[src/rtl/mdu_div_sequencer.sv]
// Multi-cycle integer divide/remainder sequencer: restoring division, one quotient bit per cycle.
// state | meaning
// IDLE  | waiting for start
// CALC  | shift/subtract, one quotient bit per cycle, MSB first
// ADJ   | sign correction and quotient/remainder select
// DONE  | Result valid, done pulse; accepts a back-to-back start
module mdu_div_sequencer #(
    parameter int WIDTH = 32
) (
    input  logic             clk,
    input  logic             rst,
    input  logic             start,
    input  logic             flush,
    input  logic [1:0]       DivOp,
    input  logic [WIDTH-1:0] Op1,
    input  logic [WIDTH-1:0] Op2,
    output logic             busy,
    output logic             done,
    output logic [WIDTH-1:0] Result
);

    localparam int CNT_W = $clog2(WIDTH) + 1;

    typedef enum logic [1:0] {IDLE, CALC, ADJ, DONE} state_t;

    state_t           state;
    logic [CNT_W-1:0] count;
    logic [WIDTH:0]   rem;
    logic [WIDTH-1:0] quo;
    logic [WIDTH-1:0] divisor;
    logic             op_rem;
    logic             neg_q;
    logic             neg_r;

    logic             op_signed;
    logic             a_neg;
    logic             b_neg;
    logic [WIDTH-1:0] a_mag;
    logic [WIDTH-1:0] b_mag;
    logic             div_zero;
    logic             ovf;
    logic [WIDTH-1:0] special_res;
    logic [WIDTH+1:0] trial;
    logic [WIDTH+1:0] diff;
    logic             fits;
    logic [WIDTH-1:0] q_adj;
    logic [WIDTH-1:0] r_adj;
    logic [WIDTH-1:0] adj_res;

    always_comb begin
        op_signed   = ~DivOp[0];
        a_neg       = op_signed & Op1[WIDTH-1];
        b_neg       = op_signed & Op2[WIDTH-1];
        a_mag       = a_neg ? (~Op1 + 1'b1) : Op1;
        b_mag       = b_neg ? (~Op2 + 1'b1) : Op2;
        div_zero    = (Op2 == '0);
        ovf         = op_signed & (Op1 == {1'b1, {(WIDTH-1){1'b0}}}) & (Op2 == '1);
        special_res = div_zero ? (DivOp[1] ? Op1 : '1)
                               : (DivOp[1] ? '0  : Op1);

        // rem stays below the divisor, so the top trial bit is only a guard for the borrow
        trial = {rem, quo[WIDTH-1]};
        diff  = trial - {2'b00, divisor};
        fits  = ~diff[WIDTH+1];

        q_adj   = neg_q ? (~quo + 1'b1) : quo;
        r_adj   = neg_r ? (~rem[WIDTH-1:0] + 1'b1) : rem[WIDTH-1:0];
        adj_res = op_rem ? r_adj : q_adj;
    end

    always_ff @(posedge clk) begin
        if (rst) begin
            state   <= IDLE;
            count   <= '0;
            rem     <= '0;
            quo     <= '0;
            divisor <= '0;
            op_rem  <= 1'b0;
            neg_q   <= 1'b0;
            neg_r   <= 1'b0;
            busy    <= 1'b0;
            done    <= 1'b0;
            Result  <= '0;
        end else if (flush) begin
            state <= IDLE;
            busy  <= 1'b0;
            done  <= 1'b0;
        end else begin
            unique case (state)
                IDLE, DONE: begin
                    state <= IDLE;
                    busy  <= 1'b0;
                    done  <= 1'b0;
                    if (start) begin
                        op_rem  <= DivOp[1];
                        neg_q   <= a_neg ^ b_neg;
                        neg_r   <= a_neg;
                        divisor <= b_mag;
                        quo     <= a_mag;
                        rem     <= '0;
                        count   <= '0;
                        if (div_zero || ovf) begin
                            state  <= DONE;
                            done   <= 1'b1;
                            Result <= special_res;
                        end else begin
                            state <= CALC;
                            busy  <= 1'b1;
                        end
                    end
                end
                CALC: begin
                    rem   <= fits ? diff[WIDTH:0] : trial[WIDTH:0];
                    quo   <= {quo[WIDTH-2:0], fits};
                    count <= count + 1'b1;
                    if (count == CNT_W'(WIDTH - 1)) begin
                        state <= ADJ;
                    end
                end
                ADJ: begin
                    state  <= DONE;
                    busy   <= 1'b0;
                    done   <= 1'b1;
                    Result <= adj_res;
                end
                default: begin
                    state <= IDLE;
                    busy  <= 1'b0;
                    done  <= 1'b0;
                end
            endcase
        end
    end

endmodule

[config.mk]
export PLATFORM = sky130hd
export DESIGN_NAME = mdu_div_sequencer
export DESIGN_NICKNAME = d
export VERILOG_FILES = /design/src/rtl/mdu_div_sequencer.sv
export SDC_FILE = /design/constraint.sdc
export NUM_CORES = 1
export LEC_CHECK = 0
export CELL_PAD_IN_SITES_DETAIL_PLACEMENT = 1
export CELL_PAD_IN_SITES_GLOBAL_PLACEMENT = 1
export CORE_UTILIZATION = 43
export CTS_CLUSTER_DIAMETER = 120
export CTS_CLUSTER_SIZE = 40
export DETAILED_ROUTE_END_ITERATION = 16
export HOLD_SLACK_MARGIN = 0.08
export PLACE_DENSITY = 0.83
export SYNTH_ARGS = -nofsm -noshare
export SYNTH_HDL_FRONTEND = slang
export SYNTH_SLANG_ARGS = --single-unit
[constraint.sdc]
create_clock -name clk -period 4.05 [get_ports clk]
set_input_delay 0.81 -clock clk [delete_from_list [all_inputs] [get_ports clk]]
set_output_delay 0.81 -clock clk [all_outputs]
set_load 0.05 [all_outputs]
==> results.md <==
* Outcome: finished clean
* Fin cells at 1914
* Syn nets at 1610
* Post-CTS setup buffer count at 0
* Setup TNS at 0 ns
* CTS clk-pin slew, worst paths at 0.07 ns
* Data required time of the worst path at 4.34 ns
* Switching share of power at 33.0%
* Avg Cell Area, Syn at 7.36 sq um
* Total die area at 26300 sq um
* Via count at 11.6k
* Site Rows at 58
* Top cell type's share of synthesized area at 25.8%
* Layout net count at 1683
* Die height at 162 um
* Worst path cell trace: ha_1, a21oi_1, nand2_1, o21ai_1, o21ai_0, or4_1, a31oi_2, xnor2_4, buf_4, mux2i_1, o21ai_0
* Area Growth Syn to Fin at 19.5%
* Setup ws final at 0.307 ns
* CP Launch Type: register
* Final ANT Viol Nets at 0
* CP Capture Type: register
* Psw at 0.00141 W
* Fin. max-slew vios at 0
* Crit path arrival time at 4.03 ns
* R2r startpoint: rem[5]$_SDFFE_PP0P_
* Clock Skews at 0.0112 ns
* H-Tree Depth at 4
* Clk buf depth at 2
* #FFs+latches synth at 142
* Pre-antenna DRT Iters at 5
* Min Tclk post-route at 3.74 ns
* Sink Count at 142
* Number of max-cap violations at 0
* Comb power frac at 24.1%
* RSZ-0062 raised after global routing: no
* Internal Dissipation at 0.00286 W
* Async S/R FF share, synth at 0%
* Clock power share at 39.9%
* Slowest cell delay on critical path at 0.59 ns
* Most frequent cell after synthesis: nand2_1
* Post-synthesis sequential area ratio at 25.8%
* Core ar. at 25200 sq um
* Remaining DRCs at 0
* Endpoints failing setup at 0
* Largest net degree at the start of global routing at 67
* Largest cells by area after synthesis: dfxtp_1 (26%), nand2_1 (7.1%), xnor2_1 (6.3%)
* All-Layer GR Usage at 30.7%
* GP Congestion at 0.957
* Proportion of layout cells with a drive suffix above 1 at 7.32%
* N_diodes at 0
* Via-per-instance ratio at 6.09
* Static leakage at 4.67 nW
* Flop pwr share at 36.0%
* Slew @ Worst Pin at 1.16 ns
* Avg WL per Cell at 20.9 um
* Insertion delay to the later sink of the worst-skew pair at 0.44 ns
* Crit path max-delay family: compound AO/OA/AOI/OAI gates
* F_max at 0.267 GHz
* Ys Warns at 0
* HP Class: register to register
* Most common cell on crit path: o21ai_0
* Ys flop type: dfxtp_1
* Netlist cell types at 71
* Final period util at 92.4%
* Total Wirelength at 39900 um
* CTS Root Cell: clkbuf_16
* # fillers at 3160
* Hold Startpoint: divisor[31]$_SDFFE_PP0P_
* Dpl cells at 1882
* Post-synth EDFFs at 0
* Synth area leader: dfxtp_1
* Ports at 104
* Crit path max fanout at 11
* Max-slew headroom at 22.4%
* Power per cell area at 325 nW/um^2
* Die width at 162 um
* Crit path buf inv count at 1
* First-pass GRT wire length at 63400 um
* Util after Layout at 52.3%
* Critical Path Source: rem[5]$_SDFFE_PP0P_
* Hold Violations, Final at 0
* Total power at 0.00428 W
* Slowest-stage cell, CP: or4_1
* Grt total ovfl at 0
* Crit path kind: register to register
* Total CTS buffers at 17
* Vias in the first global route at 11.6k
* Port buffer count at 103
* VDD IR max at 0.000245 V
* 1st-iter DRT viols at 796
* Hold Buf Count CTS at 0
* Pre-CTS setup slack at 0.0215 ns
* Mapped Area at 11000 sq um
* Most frequent cells after synthesis: nand2_1 (209), nor2_1 (146), dfxtp_1 (142)
* Mapped Cells at 1498
* Initial antenna violation count at 1
* Post-DP HPWL at 29700 um
* Starting density of the core at 43.8%
* CTS tree: built
-- state kept, by name, indices dropped and copies added, names as in the netlist --
name     cells
op_rem       1
rem         33
quo         32
neg_q        1
done         1
Result      32
neg_r        1
state        2
count        6
busy         1
divisor     32
-- cell type report --
class | instances | area [sq um] | share of cell area [%]
multi-input combinational | 1199 | 7610 | 57.8
sequential | 142 | 2840 | 21.6
timing repair buffer | 154 | 1470 | 11.2
clock buffer | 19 | 443 | 3.36
tap | 330 | 413 | 3.13
inverter | 57 | 214 | 1.62
clock inverter | 13 | 176 | 1.34
-- cell usage in the layout (no fill, tap or decap), types with 7 or more instances in the layout --
master           count
nand2_1            209
nor2_1             144
dfxtp_1            142
o21ai_0            124
clkdlybuf4s50_1    102
a21oi_1            100
xnor2_1             78
xor2_1              70
inv_1               56
buf_4               47
ha_1                40
nor3_1              36
a211oi_1            36
mux2i_1             36
o31ai_1             27
nand3_1             20
maj3_1              20
or3_1               19
nand4_1             19
o211ai_1            19
o41ai_1             19
a311oi_1            17
clkbuf_16           17
or4_1               14
nor4_1              14
nand2b_1            13
o21ai_1              9
a21o_1               8
o21a_1               7
a221oi_1             7
or2_2                7
-- worst paths after layout --
kind / to / cells past startpoint / slack, ns
worst max-delay path: rem[14]$_SDFFE_PP0P_ / 11 / 0.31
worst min-delay path: divisor[31]$_SDFFE_PP0P_ / 2 / 0.49
worst max register to register: rem[14]$_SDFFE_PP0P_ / 11 / 0.31
worst min register to register: divisor[31]$_SDFFE_PP0P_ / 2 / 0.49
-- per-layer routing --
layer	up-vias	global-route usage (%)	routed length, um
li1	5495	-	-
met1	5699	39.5	17800
met4	2	11.4	1200
met2	373	51.3	18700
met5	-	0	15
met3	78	4.88	2200
-- kinds of logic (layout without fill, tap and decap cells) --
logic type	count (synthesis)	count (layout)	synth area share [%]
and+or+nand+nor	531	531	22.3
xor gates and xnor gates	149	149	11.8
muxes	36	36	3.27
DFF	142	142	25.8
buffers and inverters	157	243	5.62
AOI/OAI and AO/OA	421	421	24.5
adders and majority gates	62	62	6.65
-- tightest hold or removal path, cell delays in order (launching register included) --
cell	delay (ns)
dfxtp_1	0.32
nand2_1	0.06
a21oi_1	0.06
-- per-stage QoR --
| step | hold WS, ns | instance area, sq um |
|---|---|---|
| after floorplan | 0.432 | 11000 |
| after global placement | 0.441 | 12500 |
| after detailed placement | 0.472 | 12500 |
| after CTS | 0.487 | 13200 |
| after global routing | 0.509 | 13200 |
| final | 0.488 | 13200 |
-- power by group through the flow --
stage	clock network, W	logic, W	registers [W]
floorplan	0	0.000598	0.00160
global placement	0	0.000978	0.00156
detailed placement	0	0.00100	0.00157
CTS	0.00173	0.00102	0.00153
global route	0.00178	0.00111	0.00154
finish	0.00171	0.00103	0.00154
-- repair_timing --
item,in CTS,in global routing
setup endpoints to repair,0,3
endpoints found under the hold margin,0,0
gates resized for setup,0,2
Note: power is estimated with default switching activity, not from simulation.
==> variant 1, RTL diff (config.mk and constraints unchanged) <==
Change the parameter `WIDTH` from 32 to 64.
--- a/src/rtl/mdu_div_sequencer.sv
+++ b/src/rtl/mdu_div_sequencer.sv
@@ -5,7 +5,7 @@
 // ADJ   | sign correction and quotient/remainder select
 // DONE  | Result valid, done pulse; accepts a back-to-back start
 module mdu_div_sequencer #(
-    parameter int WIDTH = 32
+    parameter int WIDTH = 64
 ) (
     input  logic             clk,
     input  logic             rst,
Ports: changed (resized Op1, Op2 and Result); port bits go from 104 to 200. The function was not compared with the original's and may differ.
==> variant 1 against the original RTL <==
  * Critical path type unchanged
  * Cell area increased by 110%
  * Power increased by 57%
  * Sequential power increased by 90%
  * Cell count increased by 110%
  * The flow now finishes with violations (setup timing)
  * Worst setup slack got worse by 310 ps
  * Largest power group is now registers
  * Clock power increased by 3%
  * Sequential share of layout area decreased by 1.6 points
  * Area after synthesis increased by 97%
  * Wire length increased by 130%
  * Sequential cell count increased by 129
==> variant 1: results (changes against the original RTL) <==
- Outcome: finished with violations
- Seq pwr share: 43.5% (+7.5 points)
- Synth cell types: 84 (+18%)
- DP Cell Count: 4,041 (+110%)
- Least-Margin Pin Slew: 1060 ps (-99.8 ps)
- Worst slack, placed: -506 ps (-527 ps)
- Worst setup margin: -0.337 ps (-307 ps)
- Max reg flops: 65 (+97%)
- First-pass GRT wire length: 139,000 µm (+120%)
- Post-DP Area: 0.0265 mm² (+110%)
- GRT Total Usage: 34.1% (+3.4 points)
- Combinational share of power: 30.2% (+6.1 points)
- Final cell count without fillers: 4,069 (+110%)
- Clock buffer count from CTS: 13 (-4)
- Port-buffer cells: 199 (+93%)
- Clock tree buffer depth: 3 (+1)
- Worst-path maximum fanout: 9 (-2)
- Post-Syn Nets: 3,244 (+100%)
- Vias in the first global route: 25,100 (+120%)
- GPL Wtd Cong: 0.963 (+0.56%)
- H-tree levels: 1 (-3)
- Critical Path AT: 4490 ps (+460 ps)
- Crit-path max cell delay: 490 ps (-100 ps)
- Initial antenna violation count: 1 (unchanged)
- Initial drt markers: 2,064 (+160%)
- DRT Wirelength: 90,400 µm (+130%)
- Pin count of the biggest net entering global routing: 139 (+110%)
- Pre-Repair DR Iteration Count: 7 (+2)
- Post-Route M1 WL: 39,400 µm (+120%)
- Met2 GRT Util: 58.1% (+6.8 points)
- Via/cell ratio: 6.07 (-0.22%)
- Setup_tns: -0.337 ps (-0.337 ps)
- Final setup violation count: 1 (+1)
- Crit-path leading delay family: simple AND/OR/NAND/NOR gates
- Worst vdd ir: 0.269 mV (+9.8%)
- Violated checks: setup timing
- Length of routed met3 wiring: 5020 µm (+130%)
- Hpwl dp: 68,800 µm (+130%)
- Critical Path Slowest Stage Cell: or4_4
- Switching share of power: 36.3% (+3.3 points)
- Yosys warns: 0 (unchanged)
- GRT met3 Usage: 2.93% (-1.9 points)
- Design Power: 6.70 mW (+57%)
- Leak pwr: 10.4 nW (+120%)
- Clock skew: 90.3 ps (+79.1 ps)
- Largest cells by area after synthesis: dfxtp_1, nand2_1, xor2_1
- FILL cells: 6,262 (+98%)
- Synth Instances: 3,036 (+100%)
- Clk pin slew, worst setup/hold paths: 130 ps (+60 ps)
- Clk_lat worst skew: 580 ps (+140 ps)
- Share of layout cells above drive strength 1: 13.3% (+6.0 points)
- Sequential share of the synthesized area: 25.0% (-0.76 points)
- Routing usage on met1: 44.8% (+5.3 points)
- Nets: 3,607 (+110%)
- Met2 WL: 42,800 µm (+130%)
- Synth top cells by count: nand2_1, nor2_1, dfxtp_1
-- variant 1: changes by cell type after synthesis, moves of 32 or more --
cell	before	now
a211oi_1	36	132
a21oi_1	100	254
clkbuf_1	85	175
dfxtp_1	142	271
ha_1	41	73
inv_1	56	104
nand2_1	209	419
nor2_1	146	336
nor3_1	37	86
o21ai_0	124	229
o31ai_1	27	60
xnor2_1	79	146
xor2_1	70	151
-- variant 1: final timing paths --
check / start / end / slack [ps] / cells past startpoint
max: divisor[36] / rem[14] / -0.3 / 15
min: divisor[50] / divisor[50] / 460 / 2
max reg2reg: divisor[36] / rem[14] / -0.3 / 15
min reg2reg: divisor[50] / divisor[50] / 460 / 2
-- variant 1: layout make-up --
type	instances	area (µm²)	area share, %
Multi-Input combinational cell	2450	15200	55.9
Clock inverter	7	115	0.423
Timing Repair Buffer	558	4890	18.0
Tap cell	664	831	3.05
Clock buffer	14	329	1.21
Inverter	105	394	1.45
Sequential cell	271	5430	19.9
-- variant 1: worst min-delay path: stages, from the launching register on --
cell and delay [ps]:
dfxtp_1 330, nand2_1 50, a21oi_1 50
-- variant 1: timing repair --
item / 4_1_cts / 5_1_grt
gates cloned: 2 / 1
hold buffers: 0 / 0
setup endpoints to repair: 50 / 96
buffers inserted: 3 / 1
pin swaps: 2 / 4
resized for setup: 8 / 28
-- variant 1: logic make-up (layout without fill, tap and decap cells) --
| logic type | Yosys count | in the layout | synth area share (%) |
|---|---|---|---|
| AOI/OAI and AO/OA | 903 | 903 | 26.2 |
| xor gates and xnor gates | 297 | 297 | 12.0 |
| adders and majority gates | 105 | 105 | 5.74 |
| buffers and inverters | 315 | 684 | 5.76 |
| DFF | 271 | 271 | 25.0 |
| muxes | 55 | 55 | 2.54 |
| and+or+nand+nor | 1090 | 1090 | 22.8 |
==> variant 2, RTL diff (config.mk and constraints unchanged) <==
Without the edit above. Register the inputs `start`, `flush`, `DivOp`, `Op1` and `Op2` before use, cleared by the reset. The logic sees them one clock later.
--- a/src/rtl/mdu_div_sequencer.sv
+++ b/src/rtl/mdu_div_sequencer.sv
@@ -22,6 +22,28 @@
     localparam int CNT_W = $clog2(WIDTH) + 1;
 
     typedef enum logic [1:0] {IDLE, CALC, ADJ, DONE} state_t;
+
+    logic start_q;
+    logic flush_q;
+    logic [1:0] DivOp_q;
+    logic [WIDTH-1:0] Op1_q;
+    logic [WIDTH-1:0] Op2_q;
+
+    always_ff @(posedge clk) begin
+        if (rst) begin
+            start_q <= '0;
+            flush_q <= '0;
+            DivOp_q <= '0;
+            Op1_q   <= '0;
+            Op2_q   <= '0;
+        end else begin
+            start_q <= start;
+            flush_q <= flush;
+            DivOp_q <= DivOp;
+            Op1_q   <= Op1;
+            Op2_q   <= Op2;
+        end
+    end
 
     state_t           state;
     logic [CNT_W-1:0] count;
@@ -48,15 +70,15 @@
     logic [WIDTH-1:0] adj_res;
 
     always_comb begin
-        op_signed   = ~DivOp[0];
-        a_neg       = op_signed & Op1[WIDTH-1];
-        b_neg       = op_signed & Op2[WIDTH-1];
-        a_mag       = a_neg ? (~Op1 + 1'b1) : Op1;
-        b_mag       = b_neg ? (~Op2 + 1'b1) : Op2;
-        div_zero    = (Op2 == '0);
-        ovf         = op_signed & (Op1 == {1'b1, {(WIDTH-1){1'b0}}}) & (Op2 == '1);
-        special_res = div_zero ? (DivOp[1] ? Op1 : '1)
-                               : (DivOp[1] ? '0  : Op1);
+        op_signed   = ~DivOp_q[0];
+        a_neg       = op_signed & Op1_q[WIDTH-1];
+        b_neg       = op_signed & Op2_q[WIDTH-1];
+        a_mag       = a_neg ? (~Op1_q + 1'b1) : Op1_q;
+        b_mag       = b_neg ? (~Op2_q + 1'b1) : Op2_q;
+        div_zero    = (Op2_q == '0);
+        ovf         = op_signed & (Op1_q == {1'b1, {(WIDTH-1){1'b0}}}) & (Op2_q == '1);
+        special_res = div_zero ? (DivOp_q[1] ? Op1_q : '1)
+                               : (DivOp_q[1] ? '0  : Op1_q);
 
         // rem stays below the divisor, so the top trial bit is only a guard for the borrow
         trial = {rem, quo[WIDTH-1]};
@@ -81,7 +103,7 @@
             busy    <= 1'b0;
             done    <= 1'b0;
             Result  <= '0;
-        end else if (flush) begin
+        end else if (flush_q) begin
             state <= IDLE;
             busy  <= 1'b0;
             done  <= 1'b0;
@@ -91,8 +113,8 @@
                     state <= IDLE;
                     busy  <= 1'b0;
                     done  <= 1'b0;
-                    if (start) begin
-                        op_rem  <= DivOp[1];
+                    if (start_q) begin
+                        op_rem  <= DivOp_q[1];
                         neg_q   <= a_neg ^ b_neg;
                         neg_r   <= a_neg;
                         divisor <= b_mag;
Behaviour: not the same (Yosys sat finds a counterexample within 4 cycles, from zero or initial values and one cycle with rst high).
==> variant 2 against the original RTL <==
  * Power rose by 10%
  * First-iteration DRC count fell by 12%
  * Cell area rose by 10%
  * Count of clock-buffer cells in the layout fell by 10
  * Area after synthesis rose by 16%
  * Worst setup slack got worse by 140 ps
  * Wire length rose by 5.7%
  * Sequential cell count rose by 68
==> variant 2: results (changes against the original RTL) <==
- R2R cell count: 8 (-3)
- Vias in the first global route: 12,700 (+9.4%)
- Synth cell types: 67 (-5.6%)
- Compound-Gate Fraction of Synth Area: 21.9% (-2.6 points)
- GRT Total Usage: 27.4% (-3.3 points)
- Synth top cells by count: nand2_1, dfxtp_1, a21oi_1
- Clk pin slew, worst setup/hold paths: 160 ps (+90 ps)
- Crit path to: Result[22]
- Clock buffer count from CTS: 9 (-8)
- Crit-path max cell delay: 610 ps (+20 ps)
- Post-DP Area: 0.0143 mm² (+14%)
- Hpwl dp: 31,900 µm (+7.4%)
- DRT Wirelength: 42,200 µm (+5.7%)
- Post-synthesis mux area share: 0.556% (-2.7 points)
- Post-Syn Nets: 1,785 (+11%)
- GPL Wtd Cong: 0.903 (-5.7%)
- H-tree levels: 1 (-3)
- Nets: 1,826 (+8.5%)
- Sequential share of the synthesized area: 32.8% (+7.0 points)
- Share of layout cells above drive strength 1: 3.85% (-3.5 points)
- Largest cells by area after synthesis: dfxtp_1, nand2_1, xnor2_1
- F_max: 258 MHz (-3.5%)
- Outcome: completed
- Pin count of the biggest net entering global routing: 116 (+73%)
- Worst vdd ir: 0.269 mV (+9.9%)
- Post-synthesis xor/xnor area fraction: 9.84% (-2.0 points)
- PD cells: 324 mW/mm² (-0.12%)
- Initial antenna violation count: 0 (-1)
- FILL cells: 3,622 (+15%)
- Worst slack, placed: 229 ps (+207 ps)
- Worst r2r dst: Result[22]
- Via/cell ratio: 5.96 (-2.0%)
- Synth Instances: 1,673 (+12%)
- Leak pwr: 5.30 nW (+13%)
- Adder-cell share of the synthesized area: 5.95% (-0.70 points)
- Initial drt markers: 703 (-12%)
- Crit path launch: Op2_q[6]
- Clk_lat worst skew: 510 ps (+70 ps)
==> variant 2: layout make-up <==
cell class / instances / area share, %
multi-input combinational: 1302 / 55.6
tap: 384 / 3.31
clock buffer: 9 / 1.55
sequential: 210 / 29.0
timing repair buffer: 135 / 8.91
inverter: 56 / 1.45
clock inverter: 3 / 0.250
==> variant 2: worst min-delay path by stage <==
stage	startpoint	slack [ps]	to
after floorplan	divisor[31]	430	divisor[31]
after global placement	quo[31]	440	quo[31]
after detailed placement	quo[31]	460	quo[31]
after CTS	quo[31]	480	quo[31]
after global routing	quo[31]	510	quo[31]
final	quo[31]	480	quo[31]
==> variant 2: cell families (layout without fill, tap and decap cells) <==
family                   after synthesis  after routing
multiplexers                           7              7
AND/OR/NAND/NOR                      639            639
flip-flops                           210            210
XOR/XNOR                             144            144
buffers and inverters                161            203
AO/OA/AOI/OAI                        447            447
adder cells (fa/ha/maj)               65             65
==> variant 2: routing by layer <==
| metal | wire length (µm) | GRT usage, % | part of all wire [%] |
|---|---|---|---|
| met5 | 0 | 0 | 0 |
| met4 | 963 | 6.67 | 2.3 |
| met3 | 1850 | 2.89 | 4.4 |
| met2 | 19700 | 46.0 | 47 |
| met1 | 19600 | 37.4 | 47 |
==> variant 2: critical path, delay by kind of cell (launching register included) <==
kind / cells / cell delay (ps)
AOI/OAI and AO/OA: 2 / 430
and+or+nand+nor: 6 / 3010
DFF: 1 / 390
==> variant 2: report_power, final <==
part	internal, mW	switching, mW	total (mW)
combinational	0.484	0.761	1.24
clock	0.427	0.706	1.13
sequential	2.18	0.146	2.33
